==> src/rtl/hit_scorer.sv <==
`default_nettype none
// ============================================================================
//  Module   : hit_scorer
//  Purpose  : Frame-based bullet/alien collision detector with a saturating
//             4-digit BCD score and post-hit alien cooldown.
//  Revision : 1.0 - initial release
// ============================================================================
module hit_scorer #(
    parameter int COOLDOWN_FRAMES = 30,
    parameter int POINTS_PER_HIT  = 1
) (
    input  logic        pixel_clk,
    input  logic        rst,
    input  logic        round_rst,
    input  logic        fsync,
    input  logic        active,
    input  logic        active_bullet,
    input  logic        active_alien,
    output logic        hit,
    output logic        alien_hidden,
    output logic [15:0] score_bcd,
    output logic        score_max
);

    localparam logic [0:0] c_ARMED         = 1'b0;
    localparam logic [0:0] c_COOLDOWN      = 1'b1;
    localparam logic [7:0] c_COOLDOWN_LOAD = 8'(COOLDOWN_FRAMES - 1);
    localparam logic [4:0] c_POINTS        = 5'(POINTS_PER_HIT);

    logic [0:0]  r_state;
    logic        r_overlap;
    logic [7:0]  r_cooldown;
    logic        r_hit;
    logic [15:0] r_score;
    logic        r_score_max;

    logic        w_coin;
    logic        w_trigger;
    logic        w_carry;
    logic [4:0]  w_digit;
    logic [15:0] w_score_sum;
    logic [15:0] w_score_next;

    assign w_coin    = active & active_bullet & active_alien;
    // A coincidence on the fsync cycle itself still belongs to the ending frame.
    assign w_trigger = fsync & (r_state == c_ARMED) & (r_overlap | w_coin);

    // Ripple decimal add; a carry out of the thousands digit means saturation.
    always_comb begin
        w_carry     = 1'b0;
        w_digit     = '0;
        w_score_sum = '0;
        for (int i = 0; i < 4; i++) begin
            w_digit = {1'b0, r_score[4*i +: 4]} + {4'd0, w_carry};
            if (i == 0) begin
                w_digit = w_digit + c_POINTS;
            end
            if (w_digit > 5'd9) begin
                w_digit = w_digit - 5'd10;
                w_carry = 1'b1;
            end else begin
                w_carry = 1'b0;
            end
            w_score_sum[4*i +: 4] = w_digit[3:0];
        end
        w_score_next = w_carry ? 16'h9999 : w_score_sum;
    end

    always_ff @(posedge pixel_clk) begin
        if (rst) begin
            r_state     <= c_ARMED;
            r_overlap   <= 1'b0;
            r_cooldown  <= '0;
            r_hit       <= 1'b0;
            r_score     <= '0;
            r_score_max <= 1'b0;
        end else if (round_rst) begin
            r_state    <= c_ARMED;
            r_overlap  <= 1'b0;
            r_cooldown <= '0;
            r_hit      <= 1'b0;
        end else begin
            r_hit <= w_trigger;
            if (fsync) begin
                r_overlap <= 1'b0;
                case (r_state)
                    c_ARMED: begin
                        if (w_trigger) begin
                            r_state     <= c_COOLDOWN;
                            r_cooldown  <= c_COOLDOWN_LOAD;
                            r_score     <= w_score_next;
                            r_score_max <= (w_score_next == 16'h9999);
                        end
                    end
                    default: begin
                        if (r_cooldown == 8'd0) begin
                            r_state <= c_ARMED;
                        end else begin
                            r_cooldown <= r_cooldown - 8'd1;
                        end
                    end
                endcase
            end else if ((r_state == c_ARMED) && w_coin) begin
                r_overlap <= 1'b1;
            end
        end
    end

    assign hit          = r_hit;
    assign alien_hidden = (r_state == c_COOLDOWN);
    assign score_bcd    = r_score;
    assign score_max    = r_score_max;

endmodule
`default_nettype wire

==> config.mk <==
export PLATFORM = sky130hd
export DESIGN_NAME = hit_scorer
export DESIGN_NICKNAME = d
export VERILOG_FILES = /design/src/rtl/hit_scorer.sv
export SDC_FILE = /design/constraint.sdc
export NUM_CORES = 1
export LEC_CHECK = 0
export CORE_MARGIN = 2
export CORE_UTILIZATION = 40
export CTS_BUF_LIST = sky130_fd_sc_hd__clkbuf_4
export DETAILED_ROUTE_END_ITERATION = 12
export SYNTH_ARGS = -nofsm -noshare
export SYNTH_HDL_FRONTEND = slang
export SYNTH_SLANG_ARGS = --single-unit
==> constraint.sdc <==
create_clock -name pixel_clk -period 8.2 [get_ports pixel_clk]
set_clock_uncertainty 0.2 [all_clocks]
set_input_delay 0.82 -clock pixel_clk [delete_from_list [all_inputs] [get_ports pixel_clk]]
set_output_delay 0.82 -clock pixel_clk [all_outputs]
set_load 0.1 [all_outputs]
**Yosys cells after proc, flatten, opt, wreduce, memory -nomap -nowiden**

Index checks and enable logic that the tools add are counted.

- Muxes and demuxes: 15
- Equal/unequal tests: 2
- Bitwise operators: 7
- Reductions and logical operators: 7
- $lt $le $gt $ge: 4
- Add/subtract/negate cells: 9

Operator list:

| kind | count |
|---|---|
| $mux W8 | 3 |
| $gt A5 B4 Y1 const B | 4 |
| $eq A16 B16 Y1 const B | 1 |
| $mux W16 | 1 |
| $mux W4 | 4 |
| $sub A4 B4 Y4 const B | 4 |
| $add A4 B1 Y5 | 3 |
| $logic_not A8 Y1 | 1 |
| $sub A8 B1 Y8 const B | 1 |
| $mux W1 | 7 |
| $add A4 B1 Y5 const B | 1 |
| $and A1 B1 Y1 | 4 |
| $reduce_and A4 Y1 | 1 |
| $reduce_and A3 Y1 | 1 |
| $reduce_or A3 Y1 | 1 |
| $ne A2 B2 Y1 const B | 1 |
| $not A1 Y1 | 2 |
| $reduce_bool A2 Y1 | 1 |
| $reduce_or A2 Y1 | 1 |
| $logic_and A1 B1 Y1 | 1 |
| $or A1 B1 Y1 | 1 |

- Logic and storage cells: 50
- Output and inout port bits: 19
- Flip-flop bits (word level): 28
- Input port bits: 7

**Depth between registers and ports, before layout**

Gate-level depths: netlist of run 1.

- Depth in word-level cells: 14
- Mapped depth: 31
- Mapped depth without buffers: 29

**Worst setup path before layout of run 1**

OpenSTA, ideal clock, no wires.

- Kind: register to register
- Start: register r_score[0], in the netlist score_bcd[0]
- End: register r_score_max, in the netlist score_max
- Data arrival time: 6.055 ns
- Required time: 7.884 ns
- Path buffers: 2
- Path slack: 1.828 ns
- Clock period less this slack: 6.372 ns
- Cell stages (with the launch flop): 31
- Setup time: 0.116 ns
- Cell sequence: dfxtp_1 > inv_1 > ha_1 > inv_1 > ha_1 > nor2b_1 > o21bai_1 > a21oi_1 > a21boi_0 > ha_1 > ha_1 > clkbuf_1 > or2_2 > a21oi_1 > nor2_1 > o21a_1 > ha_1 > ha_1 > clkbuf_1 > nor2_1 > nand3_1 > o21ai_0 > a21oi_1 > ha_1 > ha_1 > o21ai_0 > nand2b_1 > o211a_1 > nor4bb_1 > nor4b_1 > a41o_1

- Word-level cells in the longest chain between the ends: 14
- Elaborated cells between the ends (all ways): 22
- Those cells by class: 8 x add/sub; 4 x order compare; 1 x eq/ne; 9 x mux

RTL lines:

| what | RTL line | text |
|---|---|---|
| start, declared | 34 | `logic [15:0] r_score;` |
| start signal, assigned | 91 | `r_score <= w_score_next;` |
| $add A4 B1 Y5 (*) | 56 | `w_digit = w_digit + c_POINTS;` |
| $gt A5 B4 Y1 | 58 | `if (w_digit > 5'd9) begin` |
| $mux W1 | 58 |  |
| $add A4 B1 Y5 | 54 | `w_digit = {1'b0, r_score[4*i +: 4]} + {4'd0, w_carry};` |
| $gt A5 B4 Y1 | 58 |  |
| $mux W1 | 58 |  |
| $add A4 B1 Y5 | 54 |  |
| $gt A5 B4 Y1 | 58 |  |
| $mux W1 | 58 |  |
| $add A4 B1 Y5 | 54 |  |
| $sub A4 B4 Y4 or $gt A5 B4 Y1 (tied branches) | 59, 58 |  |
| $mux W4 or $mux W1 (tied branches) | 58 |  |
| $mux W16 (*) | 66 | `w_score_next = w_carry ? 16'h9999 : w_score_sum;` |
| $eq A16 B16 Y1 (*) | 92 | `r_score_max <= (w_score_next == 16'h9999);` |
| end signal, assigned | 92 |  |
| end, declared | 35 | `logic r_score_max;` |

Mark *: on every way between the ends. The rest lies on a longest branch, timed or not.
A chain may end at the register's enable or synchronous reset.

**Worst setup path after layout of run 1**

Same ends and word-level chain as after synthesis.

==> results of run 1 <==
[worst min-delay path, stage by stage (launching register included)]
cell and delay, ps:
dfxtp_1 340, nor2_1 100, nor3_1 50
[routing by layer]
layer  global-route usage (%)  vias to the layer above
met3                     2.28                        4
li1                         -                      964
met2                     26.5                       22
met5                        0                        -
met1                     25.2                      851
met4                     4.17                        0
[final timing paths]
kind	endpoint	slack (ps)
worst max-delay path	score_max	2200
worst min-delay path	r_overlap	310
worst max register to register	score_max	2200
worst min register to register	r_overlap	310
[placed cells by master, fill, tap and decap left out, types with 3 or more instances in the layout]
cell             count
nand2_1             22
inv_1                9
clkdlybuf4s50_1     25
xor2_1               5
clkbuf_4             3
and2_1               5
dfxtp_1             28
o21bai_1             3
nor2b_1              4
o22ai_1              5
nand2b_1             6
a211oi_1             3
nor2_1              35
nor3_1               7
ha_1                13
nor3b_1              4
nand3b_1             5
xnor2_1              8
a21oi_1             26
a31oi_1              6
nand3_1              7
o21ai_0             11
[kinds of logic after synthesis]
kind of cell	Yosys count	share of synthesized area (%)
AO/OA/AOI/OAI	72	23.6
XOR/XNOR	13	5.68
adder cells (fa/ha/maj)	13	8.12
buffers and inverters	28	5.87
flip-flops	28	28.0
multiplexers	1	0.499
AND/OR/NAND/NOR	111	28.3
[sequential cells by signal, summed over array words and instances, names as in the netlist]
name	count
score_max	1
alien_hidden	1
score_bcd	16
r_overlap	1
r_cooldown	8
hit	1
[cell type report]
cell class,count,area [um^2]
tap,67,83.8
clock inverter,1,3.75
multi-input combinational,210,1330
fill,523,2500
inverter,10,37.5
clock buffer,3,22.5
timing repair buffer,25,250
sequential,28,561
[power breakdown]
group | internal, mW | switching [mW] | total (mW)
clock network | 0.0179 | 0.0403 | 0.0581
logic | 0.0127 | 0.0232 | 0.0358
registers | 0.139 | 0.00361 | 0.142
total | 0.169 | 0.0670 | 0.236
[stage by stage]
stage | setup WS, ps | hold WS (ps) | util (%) | power, mW | std cells
detailed placement | 2220 | 285 | 47.2 | 0.181 | 340
finish | 2200 | 311 | 47.7 | 0.236 | 344
CTS | 2180 | 309 | 47.7 | 0.240 | 344
floorplan | 1830 | 268 | - | 0.171 | 266
global placement | 2400 | 297 | 47.2 | 0.181 | 340
global route | 1720 | 352 | 47.7 | 0.248 | 344
==> impl_results.md, run 1 <==
* Syn. warnings at 0
* Worst-Skew Late Latency at 330 ps
* Ys flop type: dfxtp_1
* TritonCTS clock tree: built
* Post-route antenna net violation count at 0
* Worst-path clk slew at 150 ps
* Drt drc at 0
* Unrepaired setup endpoints after global routing: false
* Synth cell count leaders: 35 x nor2_1, 28 x dfxtp_1, 26 x a21oi_1, 22 x nand2_1, 13 x ha_1
* Full die area at 5590 um^2
* Initial Utilization at a little over two fifths
* Min Tclk post-route at 6000 ps
* Hold-critical path depth at 2
* Vias in the first global route at 1,598
* Post-synth EDFFs at 0
* Routed WL at 4500 um
* Max_slew headroom at 34.6%
* Netlist cell types at 53
* Hold_buf cts at 0
* Hold Crit Start: r_overlap
* First-pass DRT Iterations at 4
* Core area at 4790 um^2
* Leak at slightly below 0.8 nW
* Endpoints failing setup at 0
* Max-cap viol count at 0
* Crit start category: register
* Reg2reg path depth at 28
* CP bufs+invs at 3
* Die height at between 70 and 80 um
* Post-synthesis sequential area ratio at about 28%
* CTS root buf: clkbuf_4
* CP startpoint: score_bcd[0]
* Final instance area at 2280 um^2
* Postcts setup bufs at 0
* Crit Path Category: reg -> reg
* Nets at 298
* Most numerous cell in the Yosys netlist: nor2_1
* Worst vdd ir at between 70 and 80 uV
* Post-Place Cell Area at 2260 um^2
* CP top delay family: adder cells
* Drt wl/cell at around 13 um
* Area grow syn2layout at 14.0%
* Uppermost layer routed: met4
* Synth top area share at 28.0%
* Post-synth top area cell: dfxtp_1
* Row cnt at 25
* First-pass GRT wire length at approximately 7500 um
* Largest net degree at the start of global routing at 21
* Die width at roughly 75 um
* IO Port Bufs at 25
* PwrDens at 103 nW/um^2
* Async set-reset flop share out of synthesis at 0%
* Initial antenna violation count at 0
* Required time of the critical path at around 8200 ps
* Met1 WL at roughly 2300 um
* Worst path max stage delay at 430 ps
* Ant. Diodes at 0
* CTS Buf Count at 3
* Slew Viols, Final at 0
* Vias post-DR at 1,841
* CP Depth at 28
* Fraction of layout cells with a size suffix above 1 at 3.25%
* Most used cell, CP: ha_1
* Met2 routed WL at 2040 um
* Post-route setup TNS at 0 ps
* Peak Freq at 0.167 GHz
* Routed wl met3 at between 90 and 100 um
* Worst reg2reg startpoint: score_bcd[0]
* Synth Register Bits at 28
* Gr ovfl total at 0
* Clk sinks at 28
* 1st-iter DRT viols at 67
* Syn Nets at 286
* Synthesized area at 2000 um^2
* DP Wirelength at 3250 um
* Worst hold-check path type: reg -> reg
* CTS max path bufs at 2
* Final Hold Viols at 0
* Worst path slowest cell: nor4bb_1
* # resized after CTS at 0
* Area contributors post-synth: dfxtp_1 28%, ha_1 8.1%, nor2_1 6.6%, a21oi_1 6.5%, nand2_1 4.1%
* I/O Pins at 26
* Final period utilization at 73.2%
* Worst EP arrival at 6040 ps
* CP max FO at 8
* Placer Congestion at 0.852
* Syn Area/Cell at 7.54 um^2
* Gate Count Post-Synth at 266
* Htree depth at 1
* Total track usage at 17.1%
* Crit path capture type: register
* Routed vias/inst at approximately 5.4
* Status: finished, final reports clean
* Worst slew pin tran at 978 ps
(Power assumes the default switching activity.)
==> run 2: changes to the inputs <==
==> constraint.sdc (replaced) <==
create_clock -name pixel_clk -period 6 [get_ports pixel_clk]
set_clock_uncertainty 0.2 [all_clocks]
set_input_delay 0.6 -clock pixel_clk [delete_from_list [all_inputs] [get_ports pixel_clk]]
set_output_delay 0.6 -clock pixel_clk [all_outputs]
set_load 0.1 [all_outputs]
==> run 2 against run 1 <==
Effect of this change: wire length decreased by 1.8%; maximum frequency increased by 8.2%; power increased by 37%; first-iteration DRC count increased by 39%; die area unchanged; non-clock buffer count unchanged; via count increased by 2.2%; critical path depth unchanged; critical path type unchanged; critical endpoint unchanged; largest power group unchanged.
==> impl_results.md, run 2 (same netlist as run 1, synthesis figures left out) <==
* Status: finished, final reports clean (unchanged)
* CTS root buf: clkbuf_4 (unchanged)
* Area grow syn2layout at 17.4% (was 14.0%)
* Fraction of layout cells with a size suffix above 1 at 8.30% (was 3.25%)
* Routed vias/inst at 5.47 (was 5.35)
* Min Tclk post-route at 5550 ps (was 6000 ps)
* Final period utilization at 92.5% (was 73.2%)
* Initial Utilization at 41.9% (unchanged)
* Switching Share at 28.5% (was 28.4%)
* Clock Power Share at 24.7% (was 24.6%)
* Die width at 74.8 um (unchanged)
* Gr ovfl total at 0 (unchanged)
* Ant. Diodes at 0 (unchanged)
* Max FFs per register at 16 (unchanged)
* Drt drc at 0 (unchanged)
* Leak at 0.773 nW (was 0.785 nW)
* Final instance area at 2350 um^2 (was 2280 um^2)
* Slew Viols, Final at 0 (unchanged)
* Row cnt at 25 (unchanged)
* Pre-CTS WS at 108 ps (was 2220 ps)
* Crit path capture type: register (unchanged)
* First-pass DRT Iterations at 4 (unchanged)
* I/O Pins at 26 (unchanged)
* Largest net degree at the start of global routing at 21 (unchanged)
* Commonest non-fill, non-tap cell in the layout: nor2_1 (unchanged)
* Clk sinks at 28 (unchanged)
* Worst-Skew Late Latency at 330 ps (about the same)
* Placer Congestion at 0.859 (was 0.852)
* PwrDens at 138 nW/um^2 (was 103 nW/um^2)
* DP Wirelength at 3150 um (was 3250 um)
* Post-route antenna net violation count at 0 (unchanged)
* Crit start category: register (unchanged)
* Switch Pwr at 92.2 uW (was 67.0 uW)
* Post-route setup TNS at 0 ps (unchanged)
* Worst path slowest cell: ha_2 (was nor4bb_1)
* Final Hold Viols at 0 (unchanged)
* CP max FO at 8 (unchanged)
* First-pass GRT wire length at 7140 um (was 7520 um)
* Post-route setup slack at 452 ps (was 2200 ps)
* Full die area at 5590 um^2 (unchanged)
* Combinational share of power at 15.3% (was 15.2%)
* Vias in the first global route at 1,593 (was 1,598)
* Max_slew headroom at 34.6% (about the same)
* Drt wl/cell at 12.9 um (was 13.1 um)
* CTS Buf Count at 3 (unchanged)
* Worst path max stage delay at 400 ps (was 430 ps)
* Required time of the critical path at 6040 ps (was 8240 ps)
* Nets at 298 (unchanged)
* Endpoints failing setup at 0 (unchanged)
* Most frequent cells in the layout: 35 x nor2_1, 26 x a21oi_1, 25 x dfxtp_1, 25 x clkdlybuf4s50_1, 22 x nand2_1 (was 35 x nor2_1, 28 x dfxtp_1, 26 x a21oi_1)
* Peak Freq at 0.180 GHz (was 0.167 GHz)
* Initial antenna violation count at 0 (unchanged)
* Worst slew pin tran at 977 ps (was 978 ps)
* Crit Path Category: reg -> reg (unchanged)
* 1st-iter DRT viols at 93 (was 67)
* Most used cell, CP: a21oi_1 (was ha_1)
* Worst vdd ir at 133 uV (was 75.6 uV)
* Int Pwr at 232 uW (was 169 uW)
* Fill count at 498 (was 523)
* Worst-path clk slew at 150 ps (about the same)
* IO Port Bufs at 25 (unchanged)
* Post-Place Cell Area at 2260 um^2 (about the same)
* CTS max path bufs at 2 (unchanged)
* Die height at 74.8 um (unchanged)
* Max-cap viol count at 0 (unchanged)
* Htree depth at 1 (unchanged)
* TritonCTS clock tree: built (unchanged)
* Worst hold-check path type: reg -> reg (unchanged)
* Total track usage at 15.9% (was 17.1%)
* Core area at 4790 um^2 (unchanged)
* Hold_buf cts at 0 (unchanged)
* Vias post-DR at 1,882 (was 1,841)
* Reg power frac at 60.0% (was 60.2%)
* Routed WL at 4420 um (was 4500 um)
* Worst EP arrival at 5590 ps (was 6040 ps)
## run 2: cell counts in the layout (fill, tap and decap cells not counted)
No cell type changed its count.
## run 2: metal layers
layer / routed length [um] / share of wire [%] / GRT usage, % / up-vias
li1: - / - / - / 964
met1: 2260 / 51 / 22.7 / 872
met2: 1990 / 45 / 25.5 / 42
met3: 135 / 3.1 / 2.14 / 4
met4: 41 / 0.93 / 4.17 / 0
met5: 0 / 0 / 0 / -
## run 2: repair_timing
action / in CTS / in global routing
setup endpoints to repair: 0 / 14
endpoints found under the hold margin: 0 / 0
buffers inserted: 0 / 0
resized for setup: 0 / 16
## run 2: critical path, delay by kind of cell (launching register included)
family	cells	cell delay [ps]
buf+inv	4	280
simple gates	5	910
flops	1	390
fa+ha+maj	8	2100
compound gates	11	1590
## run 2: worst paths after layout
check	from	to	slack, ps	cells past startpoint
max	score_bcd[0]	score_max	450	28
min	r_overlap	r_overlap	310	2
max reg2reg	score_bcd[0]	score_max	450	28
min reg2reg	r_overlap	r_overlap	310	2
## run 2: cell type report
type	count	area [um^2]	share of cell area (%)
inverter	10	37.5	1.60
tap	67	83.8	3.56
timing repair buffer	25	250	10.6
multi-input combinational	210	1390	59.1
clock buffer	3	22.5	0.957
sequential	28	564	24.0
clock inverter	1	3.75	0.160
## run 2: power by group through the flow
stage	clock network, mW	logic, mW	registers [mW]
2_1_floorplan	0	0.0225	0.212
3_3_place_gp	0	0.0488	0.198
3_5_place_dp	0	0.0487	0.198
4_1_cts	0.0844	0.0489	0.194
5_1_grt	0.0881	0.0534	0.195
6_report	0.0801	0.0495	0.194
## run 2: metrics by stage
| step | std cells | util, % | hold WS (ps) | total power, mW |
|---|---|---|---|---|
| 2_1_floorplan | 266 | - | 268 | 0.234 |
| 3_3_place_gp | 340 | 47.3 | 296 | 0.247 |
| 3_5_place_dp | 340 | 47.3 | 289 | 0.247 |
| 4_1_cts | 344 | 47.8 | 313 | 0.328 |
| 5_1_grt | 344 | 49.2 | 363 | 0.337 |
| 6_report | 344 | 49.2 | 308 | 0.324 |
